### src/rtl/wb_burst_io_unit.sv
// Wishbone burst mover between a row-organised data memory and a bus: each
// memory row holds COMPONENTS words that travel as consecutive bus words.
module wb_burst_io_unit #(
    parameter int WIDTH      = 32,
    parameter int COMPONENTS = 3,
    parameter int ADDR_W     = 7,
    parameter int CNT_W      = 8
) (
    input  logic                        Clock,
    input  logic                        Reset,
    input  logic                        iStart,
    input  logic                        iWrite,
    input  logic                        iAdrType,
    input  logic [WIDTH-1:0]            iAdrImm,
    input  logic [ADDR_W-1:0]           iAdrPointer,
    input  logic [ADDR_W-1:0]           iMemAddr,
    input  logic [CNT_W-1:0]            iRowCount,
    output logic                        oBusy,
    output logic                        oDone,
    output logic                        oError,
    output logic [ADDR_W-1:0]           oMemReadAddr,
    input  logic [COMPONENTS*WIDTH-1:0] iMemReadData,
    output logic [ADDR_W-1:0]           oMemWriteAddr,
    output logic                        oMemWriteEnable,
    output logic [COMPONENTS*WIDTH-1:0] oMemWriteData,
    output logic [WIDTH-1:0]            ADR_O,
    output logic [WIDTH-1:0]            DAT_O,
    input  logic [WIDTH-1:0]            DAT_I,
    output logic                        WE_O,
    output logic                        STB_O,
    output logic                        CYC_O,
    input  logic                        ACK_I,
    input  logic                        ERR_I,
    output logic [1:0]                  TGC_O
);
    localparam int CW = (COMPONENTS > 1) ? $clog2(COMPONENTS) : 1;
    localparam logic [CW-1:0] LAST_COMP = CW'(COMPONENTS - 1);

    typedef enum logic [2:0] {IDLE, FETCH_ADR, MEM_RD, BUS, MEM_WR, DONE} state_t;

    state_t                    state_reg, state_next;
    // phase_reg=1 marks the cycle in which the memory returns the addressed row
    logic                      phase_reg;
    logic                      cyc_reg;
    logic                      error_reg;
    logic                      write_reg;
    logic [ADDR_W-1:0]         ptr_reg;
    logic [ADDR_W-1:0]         row_reg;
    logic [CNT_W-1:0]          rows_reg;
    logic [WIDTH-1:0]          adr_reg;
    logic [CW-1:0]             comp_reg;
    logic [WIDTH-1:0]          row_buf [COMPONENTS];
    logic [COMPONENTS*WIDTH-1:0] packed_row;
    logic                      last_comp;
    logic                      last_row;
    logic                      busy;

    generate
        for (genvar gi = 0; gi < COMPONENTS; gi++) begin : g_pack
            assign packed_row[gi*WIDTH +: WIDTH] = row_buf[gi];
        end
    endgenerate

    assign last_comp = (comp_reg == LAST_COMP);
    assign last_row  = (rows_reg == CNT_W'(1));
    assign busy      = (state_reg != IDLE) && (state_reg != DONE);

    always_ff @(posedge Clock) begin
        if (Reset) state_reg <= IDLE;
        else       state_reg <= state_next;
    end

    always_comb begin
        state_next      = state_reg;
        oBusy           = busy;
        oDone           = (state_reg == DONE);
        oError          = error_reg;
        STB_O           = (state_reg == BUS);
        CYC_O           = cyc_reg;
        WE_O            = busy & write_reg;
        TGC_O           = busy ? {1'b0, write_reg} : 2'b00;
        ADR_O           = '0;
        DAT_O           = '0;
        oMemReadAddr    = '0;
        oMemWriteAddr   = '0;
        oMemWriteEnable = 1'b0;
        oMemWriteData   = '0;
        case (state_reg)
            IDLE: begin
                if (iStart) begin
                    if (iRowCount == '0) state_next = DONE;
                    else if (!iAdrType)  state_next = FETCH_ADR;
                    else if (iWrite)     state_next = MEM_RD;
                    else                 state_next = BUS;
                end
            end
            FETCH_ADR: begin
                if (!phase_reg) oMemReadAddr = ptr_reg;
                else            state_next = write_reg ? MEM_RD : BUS;
            end
            MEM_RD: begin
                if (!phase_reg) oMemReadAddr = row_reg;
                else            state_next = BUS;
            end
            BUS: begin
                ADR_O = adr_reg;
                if (write_reg) DAT_O = row_buf[comp_reg];
                if (ERR_I) begin
                    state_next = DONE;
                end else if (ACK_I && last_comp) begin
                    if (!write_reg)    state_next = MEM_WR;
                    else if (last_row) state_next = DONE;
                    else               state_next = MEM_RD;
                end
            end
            MEM_WR: begin
                oMemWriteEnable = 1'b1;
                oMemWriteAddr   = row_reg;
                oMemWriteData   = packed_row;
                state_next      = last_row ? DONE : BUS;
            end
            DONE:    state_next = IDLE;
            default: state_next = IDLE;
        endcase
    end

    always_ff @(posedge Clock) begin
        if (Reset) begin
            phase_reg <= 1'b0;
            cyc_reg   <= 1'b0;
            error_reg <= 1'b0;
            write_reg <= 1'b0;
            ptr_reg   <= '0;
            row_reg   <= '0;
            rows_reg  <= '0;
            adr_reg   <= '0;
            comp_reg  <= '0;
            for (int k = 0; k < COMPONENTS; k++) row_buf[k] <= '0;
        end else begin
            phase_reg <= ((state_reg == FETCH_ADR) || (state_reg == MEM_RD)) && !phase_reg;
            // The bus cycle stays open across memory gaps until the transfer ends
            if (state_next == BUS)       cyc_reg <= 1'b1;
            else if (state_next == DONE) cyc_reg <= 1'b0;
            case (state_reg)
                IDLE: begin
                    if (iStart) begin
                        write_reg <= iWrite;
                        ptr_reg   <= iAdrPointer;
                        row_reg   <= iMemAddr;
                        rows_reg  <= iRowCount;
                        adr_reg   <= iAdrImm;
                        comp_reg  <= '0;
                        error_reg <= 1'b0;
                    end
                end
                FETCH_ADR: begin
                    if (phase_reg) adr_reg <= iMemReadData[WIDTH-1:0];
                end
                MEM_RD: begin
                    if (phase_reg)
                        for (int k = 0; k < COMPONENTS; k++)
                            row_buf[k] <= iMemReadData[k*WIDTH +: WIDTH];
                end
                BUS: begin
                    if (ERR_I) begin
                        error_reg <= 1'b1;
                    end else if (ACK_I) begin
                        adr_reg <= adr_reg + 1'b1;
                        if (!write_reg) row_buf[comp_reg] <= DAT_I;
                        if (last_comp) begin
                            comp_reg <= '0;
                            if (write_reg) begin
                                row_reg  <= row_reg + 1'b1;
                                rows_reg <= rows_reg - 1'b1;
                            end
                        end else begin
                            comp_reg <= comp_reg + 1'b1;
                        end
                    end
                end
                MEM_WR: begin
                    row_reg  <= row_reg + 1'b1;
                    rows_reg <= rows_reg - 1'b1;
                end
                default: ;
            endcase
        end
    end
endmodule

### config.mk
export PLATFORM = sky130hd
export DESIGN_NAME = wb_burst_io_unit
export DESIGN_NICKNAME = d
export VERILOG_FILES = /design/src/rtl/wb_burst_io_unit.sv
export SDC_FILE = /design/constraint.sdc
export NUM_CORES = 1
export LEC_CHECK = 0
export BUFFER_PORTS_ARGS = -buffer_cell sky130_fd_sc_hd__buf_2
export CELL_PAD_IN_SITES_DETAIL_PLACEMENT = 1
export CELL_PAD_IN_SITES_GLOBAL_PLACEMENT = 1
export CORE_MARGIN = 2
export CORE_UTILIZATION = 39
export CTS_BUF_LIST = sky130_fd_sc_hd__clkbuf_4 sky130_fd_sc_hd__clkbuf_8 sky130_fd_sc_hd__clkbuf_16
export CTS_CLUSTER_SIZE = 20
export DETAILED_ROUTE_END_ITERATION = 6
export GPL_ROUTABILITY_DRIVEN = 0
export GPL_TIMING_DRIVEN = 0
export PLACE_DENSITY_LB_ADDON = 0.1
export RECOVER_POWER = 25
export SLEW_MARGIN = 20
export SYNTH_ARGS = -nofsm -noshare
export SYNTH_HDL_FRONTEND = slang
export SYNTH_SLANG_ARGS = --single-unit
### constraint.sdc
create_clock -name Clock -period 5.2 [get_ports Clock]
set_input_delay 1.04 -clock Clock [delete_from_list [all_inputs] [get_ports Clock]]
set_output_delay 1.04 -clock Clock [all_outputs]
set_load 0.02 [all_outputs]
==> flow_summary.toml, run 1 <==
[synth]
ys.flop_type = "edfxtp_1"
synth_nets = 1288
synth.most_common_cell = "and2_1"
synth_top_family_by_area = "simple AND/OR/NAND/NOR gates"
yosysUniqueCellTypes = 81
synth.cell_area_um2 = 11150
synthesis.instances = 1095
synth_area_leaders = "edfxtp_1, dfxtp_1, and2_1, a22o_1, mux4_2"
synth_seq_area_share = 0.4612
synth_edf_count = 128
synth-simple-area-share = 0.2163
synth_commonest_cells = "and2_1, edfxtp_1, a22o_1"
synth-compound-area-share = 0.2046
synth.avg_cell_area_um2 = 10.19
synthXorXnorAreaFrac = 0
yosys.area.top_type = "edfxtp_1"
yosysTopAreaCellShare = 0.3446
ys_ff_latch = 193
synth-async-reset-ratio = 0
synth_fa_ha_area_frac = 0.004487
ys_warn_count = 0
synth_mux_area_frac = 0.07056

[setup_path]
rrSetupSlack_ps = 1140
critPathArrivalTime_ps = 3220
critical_path_class = "flop to output pin"
critPathLaunch = "state_reg[2]"
worst-r2r-cell-count = 7
timing.rr.end = "row_buf[2][19]"
worstSetupStartpointType = "flop"
worst-path-max-fanout = 10
cp-end-kind = "output pin"
cp.required_ps = 4160
r2r_start = "state_reg[1]"

[placement]
placed_cells = 1848
pre_cts_slack_ps = 1559
numPortBuffers = 370
dpl.hpwl_um = 37640

[pwr]
clkPwrFrac = 0.308
p_int_mw = 2.852
comb_power_share = 0.250
p_sw_mw = 1.592
p_per_area_nw_per_um2 = 314.5
leakage_nw = 5.976
seqPwrFrac = 0.442
finalPower_mw = 4.445
ir_worst_vdd_v = 0.0001620
p_sw_frac = 0.3582

[worst_hold_path]
hold_depth = 2
whs_endpoint = "ptr_reg[4]"
hp-class = "flop to flop"
min-delay-start = "ptr_reg[4]"

[cells_and_area]
largest_register_ffs = 128
drive_gt1_frac = 0.2963
fin_nets = 1682
fin_cells = 1887
n_fill_cell = 3302
area_delta_synth_final_pct = 26.69
fin_util = 0.5045

[clock_tree]
cts_tree = "built"
post_cts_buffers = 0
htree_levels = 4
ctsResizeCount = 0
ctsHoldBuffers = 0
cts.clk_slew.worst_paths_ps = 80
cts_buffers = 17
clockRootBuffer = "clkbuf_16"
clockBufferDepth = 2
cts.sinks = 193
clock_latency_ps = 450

[routing]
drt_iter0_markers = 1052
drt_wl_total_um = 48500
first_pass_iters = 5
drtAntennaViolNets = 0
vias_per_cell = 5.828
via_count = 10998
wl_per_cell_um = 25.70
drc = 0

[grt]
antenna_found_initial = 7
grt_pass1_wl_um = 71720
grt_pass1_vias = 11081
overflow = 0
grt_use_total = 0.3171
grt_max_degree = 25

[die]
core_area_um2 = 28010
rows = 61
io_pins = 372
die_h_um = 173.1
die-area_um2 = 29970
fp.dieW_um = 173.1
initial_core_util = 0.3982

[status]
violations = "max-capacitance violations, max-slew violations"
status = "finished with violations"

[sta]
worst_slack_ps = 938.4
worst_pin_slew_ps = 2006
rsz0062_at_grt = "no"
min_period_ps = 4262
max_clock_freq_ghz = 0.2347
fin_skew_ps = 18.21
fin_crit_sh = 0.8195
setup_viol = 0
slew-limit-headroom = -0.3518
hold_viol = 0
drv_slew = 26

[job]
max-cap-violations = 2
per-layer routing:
metal	vias up	track usage	wire length, um
li1	4945	-	-
met1	5458	0.4098	20120
met2	522	0.5408	24030
met3	73	0.05893	3285
met4	0	0.09463	1059
met5	-	0	0
cells in the final DEF, fill, tap and decap left out, types with 4 or more instances in the layout:
| master | n |
|---|---|
| nand4_1 | 12 |
| buf_1 | 4 |
| edfxtp_1 | 128 |
| inv_1 | 11 |
| o21ai_0 | 50 |
| nor3b_1 | 5 |
| nand2b_1 | 7 |
| a311oi_1 | 4 |
| clkbuf_16 | 17 |
| ha_1 | 4 |
| a41oi_1 | 4 |
| nor4_1 | 12 |
| nor3_1 | 17 |
| a211oi_1 | 6 |
| a21oi_1 | 62 |
| clkbuf_1 | 99 |
| a22o_1 | 96 |
| o211ai_1 | 14 |
| o21ai_1 | 10 |
| buf_2 | 360 |
| inv_6 | 5 |
| nor2b_1 | 39 |
| nand3b_1 | 4 |
| o221ai_1 | 5 |
| nand3_1 | 21 |
| and3_1 | 26 |
| diode_2 | 7 |
| clkinv_8 | 4 |
| a31oi_1 | 15 |
| and2_0 | 4 |
| mux4_2 | 32 |
| dfxtp_1 | 65 |
| mux2i_1 | 4 |
| a211o_1 | 5 |
| nand2_1 | 75 |
| a22oi_1 | 9 |
| nor2_1 | 48 |
| a21o_1 | 10 |
| and2_1 | 133 |
critical path, stage by stage (launching register included):
cell,delay (ps)
dfxtp_1,410
clkbuf_1,380
or3b_1,470
inv_2,230
buf_2,320
clkbuf_1,470
and2_1,300
buf_2,200
worst max path at each step:
stage,end
2_1_floorplan,row_buf[2][0]
3_3_place_gp,row_buf[2][14]
3_5_place_dp,row_buf[0][14]
4_1_cts,oMemWriteData[48]
5_1_grt,ADR_O[14]
6_report,oMemWriteData[48]
stage by stage:
step | TNS, ps | cell area (um^2) | hold slack, ps
floorplan | 0 | 11150 | 436.0
global placement | -42360 | 13480 | 443.9
detailed placement | 0 | 13600 | 447.0
CTS | 0 | 14210 | 457.3
global route | 0 | 14130 | 471.7
finish | 0 | 14130 | 457.0
power by group through the flow:
stage / Sequential, mW / Combinational [mW] / Clock (mW)
2_1_floorplan: 1.93 / 0.688 / 0
3_3_place_gp: 1.99 / 1.08 / 0
3_5_place_dp: 1.99 / 1.11 / 0
4_1_cts: 1.96 / 1.12 / 1.38
5_1_grt: 1.98 / 1.21 / 1.43
6_report: 1.96 / 1.11 / 1.37
logic make-up after synthesis:
kind of cell | count (synthesis)
simple gates | 427
compound gates | 321
flops | 193
buf+inv | 111
mux | 38
fa+ha+maj | 4
other cells | 1
cell type report:
cell class | instances | area (um^2) | share of cell area
Antenna cell | 7 | 17.52 | 0.001240
Buffer | 97 | 406.6 | 0.02878
Multi-Input combinational cell | 791 | 5524 | 0.3909
Timing Repair Buffer | 375 | 1907 | 0.1349
Inverter | 14 | 52.55 | 0.003719
Tap cell | 378 | 473.0 | 0.03347
Sequential cell | 193 | 5145 | 0.3641
Clock inverter | 14 | 172.7 | 0.01222
Clock buffer | 18 | 432.9 | 0.03064
No activity file was read; power rests on OpenSTA's default activity.
==> run 2: changes to the inputs <==
--- a/config.mk
+++ b/config.mk
@@ -9,7 +9,7 @@
 export CELL_PAD_IN_SITES_DETAIL_PLACEMENT = 1
 export CELL_PAD_IN_SITES_GLOBAL_PLACEMENT = 1
 export CORE_MARGIN = 2
-export CORE_UTILIZATION = 39
+export CORE_UTILIZATION = 35
 export CTS_BUF_LIST = sky130_fd_sc_hd__clkbuf_4 sky130_fd_sc_hd__clkbuf_8 sky130_fd_sc_hd__clkbuf_16
 export CTS_CLUSTER_SIZE = 20
 export DETAILED_ROUTE_END_ITERATION = 6
==> constraint.sdc (replaced) <==
create_clock -name Clock -period 3.8 [get_ports Clock]
set_input_delay 0.76 -clock Clock [delete_from_list [all_inputs] [get_ports Clock]]
set_output_delay 0.76 -clock Clock [all_outputs]
set_load 0.02 [all_outputs]
==> run 2 against run 1 <==
Compared with the run above:
- clock skew barely moved
- largest cell class unchanged
- combinational power rose by 38%
- non-clock buffer count did not move
- via count fell by 1.9%
- the run still ends with max-capacitance violations, max-slew violations left
- highest routed layer is now met5
- count of clock-buffer cells in the layout did not move
- final area barely moved
==> flow_summary.toml, run 2 (same netlist as run 1, synthesis figures left out) <==
[cells_and_area]
final_common_cell = "buf_2"
n_fill_cell = 3704
fin_area_um2 = 14140
final_cell_mix = "buf_2, and2_1, edfxtp_1"
drive_gt1_frac = 0.2953
fin_nets = 1682
area_delta_synth_final_pct = 26.78
largest_register_ffs = 128

[die]
io_pins = 372
die-area_um2 = 33310
initial_core_util = 0.3544
core_area_um2 = 31470
rows = 65
fp.dieW_um = 182.5
die_h_um = 182.5

[clock_tree]
htree_levels = 4
ctsResizeCount = 4
cts_tree = "built"
cts_buffers = 17
cts.sinks = 193
clockBufferDepth = 2
cts.clk_slew.worst_paths_ps = 70
ctsHoldBuffers = 0
post_cts_buffers = 0
clock_latency_ps = 460
clockRootBuffer = "clkbuf_16"

[routing]
drtAntennaViolNets = 0
via_count = 10786
drt_iter0_markers = 737
drc = 0
vias_per_cell = 5.644
first_pass_iters = 5
drt_wl_total_um = 49360
wl_per_cell_um = 25.83

[setup_path]
cp.required_ps = 3040
critical_path.cell_chain = "buf_2, or3b_1, inv_2, clkbuf_4, clkbuf_2, and2_1, buf_2"
critPathArrivalTime_ps = 2850
cp_slowest_cell = "or3b_1"
cp-end-kind = "output pin"
r2r_start = "state_reg[1]"
cp.depth = 7
timing.rr.end = "row_buf[2][7]"
rrSetupSlack_ps = 310
worstSetupStartpointType = "flop"
critical_path_class = "flop to output pin"
crit_family = "buffers and inverters"
cp_num_buf_inv = 5
worst-path-max-fanout = 10
critPathLaunch = "state_reg[2]"
worst_path_most_repeated_cell = "buf_2"
cpPeakStageDelay_ps = 440
crit_end = "oMemWriteData[64]"
worst-r2r-cell-count = 7

[sta]
fin_crit_sh = 0.9494
setup_viol = 0
worst_slack_ps = 192.3
min_period_ps = 3608
hold_viol = 0
whs_ps = 457.3
slew-limit-headroom = -0.1085
fin_skew_ps = 18.57
drv_slew = 15
max_clock_freq_ghz = 0.2772
rsz0062_at_grt = "no"
worst_pin_slew_ps = 1645

[placement]
dpl.hpwl_um = 38690
pre_cts_slack_ps = 313.6
numPortBuffers = 370
placed_cell_area_um2 = 13660

[grt]
grt_max_degree = 21
grt_pass1_wl_um = 70760
grt_use_total = 0.2895
overflow = 0
grt_pass1_vias = 10862
antenna_found_initial = 10

[pwr]
finalPower_mw = 5.985
p_per_area_nw_per_um2 = 423.2
leakage_nw = 5.965
ir_worst_vdd_v = 0.0002685

[status]
status = "finished with violations"
violations = "max-capacitance violations, max-slew violations"

[job]
max-cap-violations = 2

[worst_hold_path]
hp-class = "flop to flop"
-- run 2: changes by cell type in the layout (fill, tap and decap cells not counted), sizes merged --
cell,previous run,this run
inv,21,15
buf,372,367
bufinv,0,1
clkinvlp,0,3
clkbuf,118,123
diode,7,9
-- run 2: report_power, final --
part,leakage [nW],internal (mW),switching [mW]
Sequential,1.82,2.46,0.227
Combinational,3.89,0.545,0.988
Clock,0.260,0.906,0.859
Total,5.96,3.91,2.07
-- run 2: area by class of cell --
class / instances / area [um^2] / share of cell area
antenna: 9 / 22.52 / 0.001593
multi-input combinational: 791 / 5518 / 0.3902
inverter: 14 / 52.55 / 0.003716
clock inverter: 12 / 108.9 / 0.007698
sequential: 193 / 5145 / 0.3638
buffer: 97 / 420.4 / 0.02973
clock buffer: 18 / 432.9 / 0.03061
tap: 402 / 503.0 / 0.03557
timing repair buffer: 375 / 1938 / 0.1371
-- run 2: per-stage QoR --
stage          utilization  TNS (ps)  cells
6_report            0.4493         0   1911
2_1_floorplan            -         0   1095
4_1_cts             0.4515         0   1902
5_1_grt             0.4492         0   1910
3_5_place_dp        0.4341         0   1872
3_3_place_gp        0.4292    -59840   1867
-- run 2: worst min path at each step --
| stage | start | endpoint | slack [ps] | cells after the start |
|---|---|---|---|---|
| floorplan | ptr_reg[0] | ptr_reg[0] | 440 | 2 |
| CTS | ptr_reg[0] | ptr_reg[0] | 460 | 2 |
| finish | ptr_reg[0] | ptr_reg[0] | 460 | 2 |
| global placement | ptr_reg[0] | ptr_reg[0] | 440 | 2 |
| detailed placement | ptr_reg[0] | ptr_reg[0] | 450 | 2 |
| global route | ptr_reg[0] | ptr_reg[0] | 480 | 2 |
-- run 2: worst reg2reg max path, stage by stage (launching register included) --
cell	delay (ps)
dfxtp_1	350
buf_6	150
nand3b_1	370
inv_1	290
nand4_1	280
o21ai_0	1340
buf_16	250
buf_16	170
-- run 2: layer usage --
metal | vias to the layer above | share of wire | GRT usage
li1 | 4936 | - | -
met1 | 5338 | 0.41 | 0.3646
met2 | 450 | 0.50 | 0.5031
met3 | 60 | 0.067 | 0.05209
met4 | 2 | 0.021 | 0.09355
met5 | - | 0.00026 | 0
==> run 3: changes to the inputs <==
--- a/config.mk
+++ b/config.mk
@@ -5,11 +5,12 @@
 export SDC_FILE = /design/constraint.sdc
 export NUM_CORES = 1
 export LEC_CHECK = 0
+export ABC_AREA = 1
 export BUFFER_PORTS_ARGS = -buffer_cell sky130_fd_sc_hd__buf_2
 export CELL_PAD_IN_SITES_DETAIL_PLACEMENT = 1
 export CELL_PAD_IN_SITES_GLOBAL_PLACEMENT = 1
 export CORE_MARGIN = 2
-export CORE_UTILIZATION = 35
+export CORE_UTILIZATION = 33
 export CTS_BUF_LIST = sky130_fd_sc_hd__clkbuf_4 sky130_fd_sc_hd__clkbuf_8 sky130_fd_sc_hd__clkbuf_16
 export CTS_CLUSTER_SIZE = 20
 export DETAILED_ROUTE_END_ITERATION = 6
==> run 3 against run 2 <==
Compared with the run above:
- the flow now finishes without violations
- clock power is 7% higher
- final cell count increased by 26%
- via count increased by 16%
- synthesized cell count rose by 41%
- count of clock-buffer cells in the layout is 1 lower
- worst hold slack gained 5.1 ps
- combinational power decreased by 5%
- largest cell class is now flip-flops and latches
==> flow_summary.toml, run 3 <==
[setup_path]
worst-path-max-fanout = 10
cp_num_buf_inv = 4
cp.depth = 8
critical_path.cell_chain = "inv_1, nand2_1, nor2_1, buf_2, nand2_1, clkbuf_1, a21oi_1, buf_2"
critPathArrivalTime_ps = 2920
crit_end = "DAT_O[26]"
worst-r2r-cell-count = 7
critical_path_class = "flop to output pin"
r2r_start = "state_reg[1]"
crit_family = "buffers and inverters"
cp-end-kind = "output pin"
rrSetupSlack_ps = 940
cp_slowest_cell = "buf_2"
cp.required_ps = 3040
cpPeakStageDelay_ps = 370
timing.rr.end = "row_buf[3][30]"
critPathLaunch = "state_reg[2]"
worstSetupStartpointType = "flop"

[pwr]
p_per_area_nw_per_um2 = 420.6
ir_worst_vdd_v = 0.0002685
leakage_nw = 6.350

[clock_tree]
clockBufferDepth = 2
clockRootBuffer = "clkbuf_16"
cts.sinks = 193
post_cts_buffers = 0
cts.clk_slew.worst_paths_ps = 70
ctsHoldBuffers = 0
ctsResizeCount = 0
clock_latency_ps = 450
htree_levels = 4
cts_tree = "built"
cts_buffers = 17

[sta]
fin_skew_ps = 16.73
max_clock_freq_ghz = 0.2721
min_period_ps = 3676
rsz0062_at_grt = "no"
whs_ps = 462.4
hold_viol = 0
slew-limit-headroom = 0.3321
worst_slack_ps = 124.3
fin_crit_sh = 0.9673
setup_viol = 0
worst_pin_slew_ps = 998.2
fin_tns_setup_ps = 0
drv_slew = 0

[synth]
yosys.area.top_type = "edfxtp_1"
synth_edf_count = 128
ys_warn_count = 0
synth-async-reset-ratio = 0
ys_ff_latch = 193
synth_commonest_cells = "inv_1, nor2_1, o21ai_0"
yosysTopAreaCellShare = 0.3412
synth.most_common_cell = "inv_1"
synth_seq_area_share = 0.4567
synth_nets = 1737
yosysUniqueCellTypes = 41
synthesis.instances = 1544
synth.avg_cell_area_um2 = 7.297
synth_area_leaders = "edfxtp_1, dfxtp_1, o21ai_0, inv_1, nor2_1"
synth.cell_area_um2 = 11270
ys.flop_type = "edfxtp_1"

[cells_and_area]
largest_register_ffs = 128
area_delta_synth_final_pct = 26.77
drive_gt1_frac = 0.2122
final_common_cell = "buf_2"
final_cell_mix = "buf_2, inv_1, nor2_1"
fin_cells = 2402
fin_nets = 2129

[grt]
grt_use_total = 0.2870
overflow = 0
grt_pass1_vias = 12650
antenna_found_initial = 8
grt_pass1_wl_um = 76330
grt_max_degree = 23

[placement]
pre_cts_slack_ps = 526.2
dpl.hpwl_um = 40830
numPortBuffers = 369
placed_cells = 2365

[status]
status = "completed"

[routing]
vias_per_cell = 5.204
drtAntennaViolNets = 0
drt_wl_total_um = 52290
wl_per_cell_um = 21.77
drt_iter0_markers = 883
via_count = 12500
first_pass_iters = 5
drc = 0

[worst_hold_path]
hp-class = "flop to flop"

[die]
core_area_um2 = 33620
rows = 67
die_h_um = 188.8
die-area_um2 = 35630
initial_core_util = 0.3351
fp.dieW_um = 188.8
io_pins = 372

[job]
max-cap-violations = 0
[run 3: kinds of logic (layout without fill, tap and decap cells)]
kind of cell | Yosys count | after routing | share of synthesized area
buffers and inverters | 349 | 751 | 0.1214
AO/OA/AOI/OAI | 436 | 436 | 0.2021
other | 1 | 9 | 0.0003329
AND/OR/NAND/NOR | 556 | 556 | 0.2111
XOR/XNOR | 5 | 5 | 0.003887
adder cells (fa/ha/maj) | 4 | 4 | 0.004443
flip-flops | 193 | 193 | 0.4567
[run 3: worst min path at each step]
stage	from	end	slack (ps)	cells after the start
6_report	ptr_reg[6]	ptr_reg[6]	460	2
5_1_grt	ptr_reg[6]	ptr_reg[6]	490	2
4_1_cts	ptr_reg[2]	ptr_reg[2]	460	2
3_5_place_dp	ptr_reg[2]	ptr_reg[2]	450	2
3_3_place_gp	ptr_reg[1]	ptr_reg[1]	450	2
2_1_floorplan	ptr_reg[0]	ptr_reg[0]	430	2
[run 3: metal layers]
layer  track usage  routed length, um
met1        0.3587              21830
met2        0.4883              25480
met3       0.05215               3384
met4        0.1175               1596
met5             0                  0
[run 3: power breakdown]
part	switching, mW	total (mW)	leakage, nW	internal, mW
Clock	0.869	1.90	0.277	1.03
Combinational	1.03	1.46	4.25	0.428
Sequential	0.193	2.65	1.82	2.45
Total	2.09	6.01	6.35	3.92
[run 3: worst reg2reg max path: stages, from the launching register on]
cell and delay [ps]:
dfxtp_1 400, inv_2 60, nor2_1 80, nand2_1 90, nor2_1 230, nand3_1 110, nor2_1 770, clkbuf_2 730
[run 3: cell type report]
| type | instances | area (um^2) |
|---|---|---|
| antenna | 8 | 20.02 |
| sequential | 193 | 5145 |
| tap | 448 | 560.5 |
| multi-input combinational | 1002 | 4731 |
| clock inverter | 12 | 158.9 |
| buffer | 97 | 404.1 |
| clock buffer | 17 | 425.4 |
| fill | 4405 | 19330 |
| inverter | 252 | 945.9 |
| timing repair buffer | 373 | 1891 |
[run 3: through the flow]
step	utilization	total power, mW	instance area [um^2]
floorplan	-	3.538	11270
global placement	0.4067	4.124	13670
detailed placement	0.4100	4.167	13780
CTS	0.4274	6.027	14370
global route	0.4248	6.273	14280
finish	0.4248	6.007	14280
